$ cat src/rtl/alu_mul_seq.sv
// Multi-cycle shift-add multiplier that borrows the shared ALU for its additions.
// Returns the low WIDTH bits of op_a*op_b and stops once no multiplier bits remain.
module alu_mul_seq #(
   parameter int WIDTH = 32
) (
   input  logic             clk,
   input  logic             reset,
   input  logic             start,
   input  logic             flush,
   input  logic [WIDTH-1:0] op_a,
   input  logic [WIDTH-1:0] op_b,
   output logic             busy,
   output logic             done,
   output logic [WIDTH-1:0] result,
   output logic             alu_req,
   output logic [WIDTH-1:0] alu_a,
   output logic [WIDTH-1:0] alu_b,
   output logic [3:0]       alu_ctrl,
   input  logic [WIDTH-1:0] alu_out
);

   typedef enum logic [1:0] {
      IDLE,
      RUN,
      DONE
   } state_t;

   state_t           state;
   logic [WIDTH-1:0] acc;
   logic [WIDTH-1:0] mcand;
   logic [WIDTH-1:0] mplier;
   logic [WIDTH-1:0] acc_next;
   logic [WIDTH-1:0] mplier_next;

   // The ALU adds acc + mcand; only taken when the current multiplier bit is set.
   always_comb begin
      acc_next    = mplier[0] ? alu_out : acc;
      mplier_next = mplier >> 1;
   end

   // Operands come only from registers so the ALU path never sees a raw input.
   assign alu_a    = (state == RUN) ? acc   : '0;
   assign alu_b    = (state == RUN) ? mcand : '0;
   assign alu_ctrl = 4'b0000;

   // NOTE: state is updated with non-blocking assignments so every register
   // samples the pre-edge values of the others, matching the hardware.
   always_ff @(posedge clk) begin
      if (reset) begin
         state   <= IDLE;
         busy    <= 1'b0;
         done    <= 1'b0;
         alu_req <= 1'b0;
         result  <= '0;
         acc     <= '0;
         mcand   <= '0;
         mplier  <= '0;
      end else if (flush) begin
         state   <= IDLE;
         busy    <= 1'b0;
         done    <= 1'b0;
         alu_req <= 1'b0;
      end else begin
         case (state)
            IDLE: begin
               done <= 1'b0;
               if (start) begin
                  mcand   <= op_a;
                  mplier  <= op_b;
                  acc     <= '0;
                  state   <= RUN;
                  busy    <= 1'b1;
                  alu_req <= 1'b1;
               end
            end
            RUN: begin
               acc    <= acc_next;
               mcand  <= mcand << 1;
               mplier <= mplier_next;
               // Early exit: trailing zero multiplier bits contribute nothing.
               if (mplier_next == '0) begin
                  result  <= acc_next;
                  state   <= DONE;
                  alu_req <= 1'b0;
                  done    <= 1'b1;
               end
            end
            DONE: begin
               state <= IDLE;
               busy  <= 1'b0;
               done  <= 1'b0;
            end
            default: begin
               state   <= IDLE;
               busy    <= 1'b0;
               done    <= 1'b0;
               alu_req <= 1'b0;
            end
         endcase
      end
   end

endmodule

$ cat config.mk
export PLATFORM = sky130hd
export DESIGN_NAME = alu_mul_seq
export DESIGN_NICKNAME = d
export VERILOG_FILES = /design/src/rtl/alu_mul_seq.sv
export SDC_FILE = /design/constraint.sdc
export NUM_CORES = 1
export LEC_CHECK = 0
export ABC_AREA = 1
export BUFFER_PORTS_ARGS = -buffer_cell sky130_fd_sc_hd__buf_2
export CAP_MARGIN = 40
export CORE_MARGIN = 10
export CORE_UTILIZATION = 30
export DETAILED_ROUTE_END_ITERATION = 7
export GPL_TIMING_DRIVEN = 0
export PLACE_DENSITY = 0.5
export SETUP_SLACK_MARGIN = 0.15
export SLEW_MARGIN = 40
export SYNTH_ARGS = -nofsm -noshare
export SYNTH_HDL_FRONTEND = slang
export SYNTH_SLANG_ARGS = --single-unit
$ cat constraint.sdc
create_clock -name clk -period 1.5 [get_ports clk]
set_clock_uncertainty 0.05 [all_clocks]
set_input_delay 0.075 -clock clk [delete_from_list [all_inputs] [get_ports clk]]
set_output_delay 0.075 -clock clk [all_outputs]
set_load 0.03 [all_outputs]
==> results of run 1 <==
-- flip-flops by register name, summed over array words and instances, names as in the netlist --
register / count
mplier: 32
acc: 32
state: 2
result: 32
done: 1
mcand: 32
alu_req: 1
busy: 1
-- synthesized netlist by cell type (all sizes together) --
| cell | number |
|---|---|
| nand2 | 181 |
| nor2 | 164 |
| dfxtp | 133 |
| inv | 105 |
| o21ai | 97 |
| a21oi | 67 |
| nand3 | 64 |
| buf | 54 |
| a211oi | 33 |
| o21a | 31 |
| clkbuf | 22 |
| conb | 1 |
| nor3 | 1 |
-- cells by family after synthesis --
group | after synthesis
flops | 133
other cells | 1
simple gates | 410
compound gates | 228
buf+inv | 181
-- path summary, 6_finish.rpt --
path | to | slack, ns | from | depth (start not counted)
setup / recovery | alu_b[18] | -0.19 | state[1] | 6
hold / removal | acc[31] | 0.01 | alu_out[31] | 3
setup reg to reg | result[24] | -0.11 | mplier[24] | 10
hold reg to reg | result[18] | 0.42 | result[18] | 2
-- power breakdown --
group / switching (mW) / internal (mW)
Clock: 1.70 / 2.80
Combinational: 0.994 / 0.741
Sequential: 0.0614 / 3.68
-- timing repair --
action,4_1_cts,5_1_grt
hold buffers,97,0
setup buffers,15,6
pin swaps,19,28
gates resized for setup,275,64
endpoints found under the setup margin,195,197
endpoints found under the hold margin,96,0
gates cloned,5,1
-- routing by layer --
layer | vias to the layer above | part of all wire
li1 | 3734 | -
met1 | 3423 | 0.45
met2 | 187 | 0.48
met3 | 24 | 0.058
met4 | 0 | 0.014
met5 | - | 0
-- metrics by stage --
step / TNS (ns) / setup slack, ns / std cells / power [mW] / cell area, µm²
floorplan: 0 / 0.110 / 956 / 4.67 / 6660
global route: -28.40 / -0.239 / 1585 / 10.4 / 11100
detailed placement: -34.26 / -0.479 / 1428 / 5.09 / 7990
finish: -14.13 / -0.186 / 1586 / 9.98 / 11100
global placement: -33.11 / -0.442 / 1428 / 5.09 / 7990
CTS: -18.82 / -0.233 / 1577 / 9.99 / 10800
-- layout make-up --
| class | count | area share |
|---|---|---|
| clock inverters | 14 | 0.0181 |
| repair buffers | 321 | 0.245 |
| inverters | 105 | 0.0358 |
| plain buffers | 76 | 0.0581 |
| multi-input cells | 642 | 0.332 |
| well taps | 275 | 0.0310 |
| flip-flops and latches | 133 | 0.241 |
| diodes | 2 | 0.000452 |
| clock buffers | 18 | 0.0387 |
-- worst max-delay path, stage by stage, from the launching register on --
cell and delay, ns:
dfxtp_2 0.33, inv_4 0.07, nand2_8 0.05, buf_4 0.20
buf_12 0.17, nor2_1 0.12, buf_4 0.18
==> impl_metrics.csv, run 1 <==
group,metric,value,unit
run,drv_cap,0,
critical_path,worstPathRequired,1.37,ns
synthesis,syn_area,6510,µm²
critical_path,critPathMaxFanout,10,
cells_and_area,final_util,0.522,
global_routing,grt_pass1_vias,7445,
status,failed_checks,"setup timing",
die,die_height,167,µm
route,drtIter0Drc,367,
cells_and_area,final_net_count,1396,
sta,final.period_utilization,1.12,
sta,rsz0062_at_grt,"true",
power_and_ir_drop,leakage,4.82,nW
clocking,cts_root_buffer,"clkbuf_16",
synthesis,yosys.cell_types.count,25,
route,via_count,7368,
sta,slew_violations,0,
global_routing,grt_pass1_wl,40.3,mm
cells_and_area,seq_area,2670,µm²
route,wl,25.2,mm
synthesis,synth_top_area_cell,"dfxtp_1",
sta,hold_violations,0,
sta,max_freq,0.593,GHz
synthesis,postSynthAreaPerCell,6.83,µm²
min_path,hold_path.class,"input port to register",
global_routing,grt_use_met3,0.0431,
synthesis,synthMuxAreaShare,0,
route,drc,0,
sta,max_slew.worst_pin.slew,0.617,ns
synthesis,yosys_warnings,0,
place,routabilityCongestion,0.786,
critical_path,path_class,"register to primary output",
synthesis,synth_compound_area_frac,0.217,
die,dieWidth,167,µm
cells_and_area,fill_cells,2056,
sta,fin_crit,1.69,ns
cells_and_area,syn_to_final_growth,70.2,%
clocking,clk_pin_slew_worst_paths,0.06,ns
critical_path,crit_path_end_kind,"primary output",
route,wire_per_inst,15.9,µm
sta,layout_setup_ws,-0.186,ns
synthesis,synth_top_family_by_area,"simple AND/OR/NAND/NOR gates",
die,core-area,21200,µm²
global_routing,grt_util_met1,0.217,
cells_and_area,final_common_cell,"nand2_1",
clocking,cts_tree,"yes",
route,routed_via_density,4.65,
global_routing,gr-total-overflow,0,
sta,timing.hold.ws,0.0145,ns
synthesis,synth_top_area_frac,0.409,
global_routing,gr-usage-all-layers,0.175,
cells_and_area,final_cell_mix,"173 x nand2_1, 155 x buf_2, 129 x dfxtp_1, 101 x inv_1, 97 x dlygate4sd3_1",
status,status,"complete, but fails checks",
clocking,cts_buffer_depth,2,
clocking,cts.sinks,133,
place,port_buffers,197,
sta,setup_viol,168,
synthesis,synth_fa_ha_area_frac,0,
sta,slew_headroom,0.588,
die,dieArea,28000,µm²
clocking,insertion_delay,0.42,ns
synthesis,synthSimpleGateAreaFrac,0.251,
power_and_ir_drop,power_density,901,nW/µm²
global_routing,met2_usage,0.295,
die,initial_core_util,0.307,
global_routing,grt_max_degree,17,
synthesis,seq_area_frac_synth,0.409,
die,ios,203,
power_and_ir_drop,ir_drop,0.625,mV
die,num_rows,53,
global_routing,antenna_found_initial,2,
clocking,h-tree-depth,4,
critical_path,worstPathArrival,1.56,ns
global_routing,grt.busiest_layer,"met2",
clocking,numCtsBuffers,17,
critical_path,start_kind,"register",
route,final_antenna_net_count,0,
synthesis,synth.top_cells.by_area,"dfxtp_1 41%, nand2_1 10%, nor2_1 9.3%",
route,dr.pass1.iters,4,
synthesis,ys_ff_latch,133,
cells_and_area,multi_input_area,3680,µm²
place,dp_hpwl,17.5,mm
synthesis,netlist_instances,953,
synthesis,synth_xor_area_frac,0,
cells_and_area,layout-drive-gt1-share,0.348,
Power figures use the tool's default switching activity.
==> run 2: changes to the inputs <==
Settings changed: BUFFER_PORTS_ARGS -buffer_cell sky130_fd_sc_hd__buf_2 to -buffer_cell sky130_fd_sc_hd__clkbuf_2.
==> run 2 against run 1 <==
Effect of this change: the run still ends with setup timing left; global-route usage grew 1.1 points; core utilization is 7.3 points higher; clock power is 4% lower; clock-buffer cell count is the same; cell count is 2.6% higher; largest power group unchanged; first-iteration DRC count is 14% higher; non-clock buffer count is 45 higher; power up 3.8%; register-to-register slack worse by 0.06 ns.
==> impl_metrics.csv, run 2 (synthesis results as in run 1) <==
group,metric,value,unit
clocking,clk_pin_slew_worst_paths,0.06,ns
cells_and_area,final_util,0.595,
cells_and_area,final_cell_mix,"148 x nand2_1, 136 x clkbuf_2, 126 x dfxtp_1, 100 x inv_1, 98 x dlygate4sd3_1",
die,dieWidth,167,µm
sta,slew_headroom,0.548,
critical_path,rr_worst_depth,13,
critical_path,slowest_stage,"dfxtp_2",
critical_path,worst-path-stages,7,
critical_path,critPathMaxFanout,7,
critical_path,path_cells,"inv_2 > nand2_4 > buf_8 > buf_12 > buf_12 > nor2_4 > buf_8",
clocking,cts_buffer_depth,2,
critical_path,ff2ff_setup_slack,-0.17,ns
status,status,"complete, but fails checks",
clocking,h-tree-depth,4,
place,placed_area,7990,µm²
die,die_height,167,µm
place,dp_hpwl,17.5,mm
min_path,hold_path.class,"input port to register",
clocking,numCtsBuffers,17,
global_routing,grt_pass1_wl,42.7,mm
cells_and_area,diodes,0,
critical_path,cp_top_family,"buffers and inverters",
route,via_count,7648,
sta,rsz0062_at_grt,"true",
min_path,holdPathStages,3,
clocking,cts_tree,"yes",
global_routing,gr-total-overflow,0,
min_path,worstHoldStart,"reset",
die,ios,203,
critical_path,worstPathArrival,1.61,ns
power_and_ir_drop,ir_drop,0.713,mV
route,wl,27.7,mm
critical_path,cpPeakStageDelay,0.33,ns
sta,fin_crit,1.73,ns
cells_and_area,final_common_cell,"nand2_1",
global_routing,grt_max_degree,17,
critical_path,r2r_start,"mplier[5]",
sta,slew_violations,0,
critical_path,crit_buf_inv,5,
clocking,cts.sinks,133,
critical_path,path_class,"register to primary output",
route,wire_per_inst,17.0,µm
sta,layout_setup_ws,-0.232,ns
sta,max_freq,0.577,GHz
route,routed_via_density,4.70,
place,routabilityCongestion,0.788,
critical_path,worstPathRequired,1.37,ns
sta,setup_viol,148,
route,dr.pass1.iters,5,
sta,max_slew.worst_pin.slew,0.677,ns
route,final_antenna_net_count,0,
sta,hold_violations,0,
die,core-area,21200,µm²
global_routing,grt_pass1_vias,7777,
clocking,insertion_delay,0.42,ns
route,drtIter0Drc,418,
cells_and_area,syn_to_final_growth,93.9,%
die,num_rows,53,
place,port_buffers,197,
run,drv_cap,0,
cells_and_area,design_area,12600,µm²
die,dieArea,28000,µm²
cells_and_area,layout-drive-gt1-share,0.432,
route,drc,0,
critical_path,crit_path_end_kind,"primary output",
min_path,whs_endpoint,"mplier[1]",
clocking,cts_root_buffer,"clkbuf_16",
power_and_ir_drop,power_density,821,nW/µm²
sta,final.period_utilization,1.15,
global_routing,gr-usage-all-layers,0.186,
power_and_ir_drop,total_power,10.4,mW
die,initial_core_util,0.307,
critical_path,start_kind,"register",
status,failed_checks,"setup timing",
cells_and_area,final_net_count,1441,
critical_path,crit_start,"state[1]",
critical_path,r2r-end,"alu_req",
global_routing,antenna_found_initial,1,
power_and_ir_drop,leakage,5.44,nW
-- run 2: worst reg2reg max path, stage by stage (launching register included) --
cell and delay (ns):
dfxtp_2 0.32, nor2_1 0.10, nand2_1 0.11, buf_6 0.14, buf_6 0.10, buf_6 0.10
buf_6 0.10, buf_6 0.10, inv_2 0.04, nand2_2 0.04, nor2_2 0.09, nand2_1 0.08
a21oi_2 0.14, nor2_1 0.05
-- run 2: where the power goes --
part	total (mW)	internal [mW]	leakage, nW	switching (mW)
sequential	3.75	3.69	1.09	0.0625
combinational	2.30	1.11	4.05	1.19
clock	4.32	2.65	0.299	1.67
total	10.4	7.44	5.44	2.93
-- run 2: cell type report --
cell class	count	area, µm²
well taps	275	344
flip-flops and latches	133	2670
repair buffers	366	3720
inverters	105	394
fillers	1880	8600
multi-input cells	642	4030
clock buffers	18	439
plain buffers	76	865
clock inverters	13	159
-- run 2: worst max-delay path by stage --
| stage | endpoint | slack (ns) |
|---|---|---|
| global placement | alu_a[5] | -0.46 |
| CTS | alu_a[1] | -0.23 |
| floorplan | alu_a[14] | 0.11 |
| finish | alu_a[1] | -0.23 |
| global route | alu_a[1] | -0.29 |
| detailed placement | alu_a[5] | -0.46 |
-- run 2: through the flow --
| step | setup WS [ns] | TNS [ns] | hold slack, ns | instances |
|---|---|---|---|---|
| 2_1_floorplan | 0.110 | 0 | 0.173 | 956 |
| 3_3_place_gp | -0.465 | -34.09 | 0.269 | 1428 |
| 6_report | -0.232 | -14.27 | 0.0136 | 1628 |
| 4_1_cts | -0.230 | -15.14 | 0.000796 | 1602 |
| 3_5_place_dp | -0.457 | -34.67 | 0.268 | 1428 |
| 5_1_grt | -0.285 | -25.11 | 0.0146 | 1628 |
-- run 2: layer usage --
layer / track usage / up-vias / share of wire
met5: 0 / - / 0
met4: 0.0507 / 0 / 0.018
met3: 0.0480 / 36 / 0.052
met2: 0.313 / 216 / 0.49
met1: 0.230 / 3566 / 0.44
li1: - / 3830 / -
-- run 2: timing repair --
action                     in CTS  in global routing
resized for setup             387                212
pin swaps                      49                 75
setup endpoints to repair     195                196
cloned                         18                  5
hold endpoints to repair       96                  1
hold buffers                   97                  1
setup buffers                  28                 20
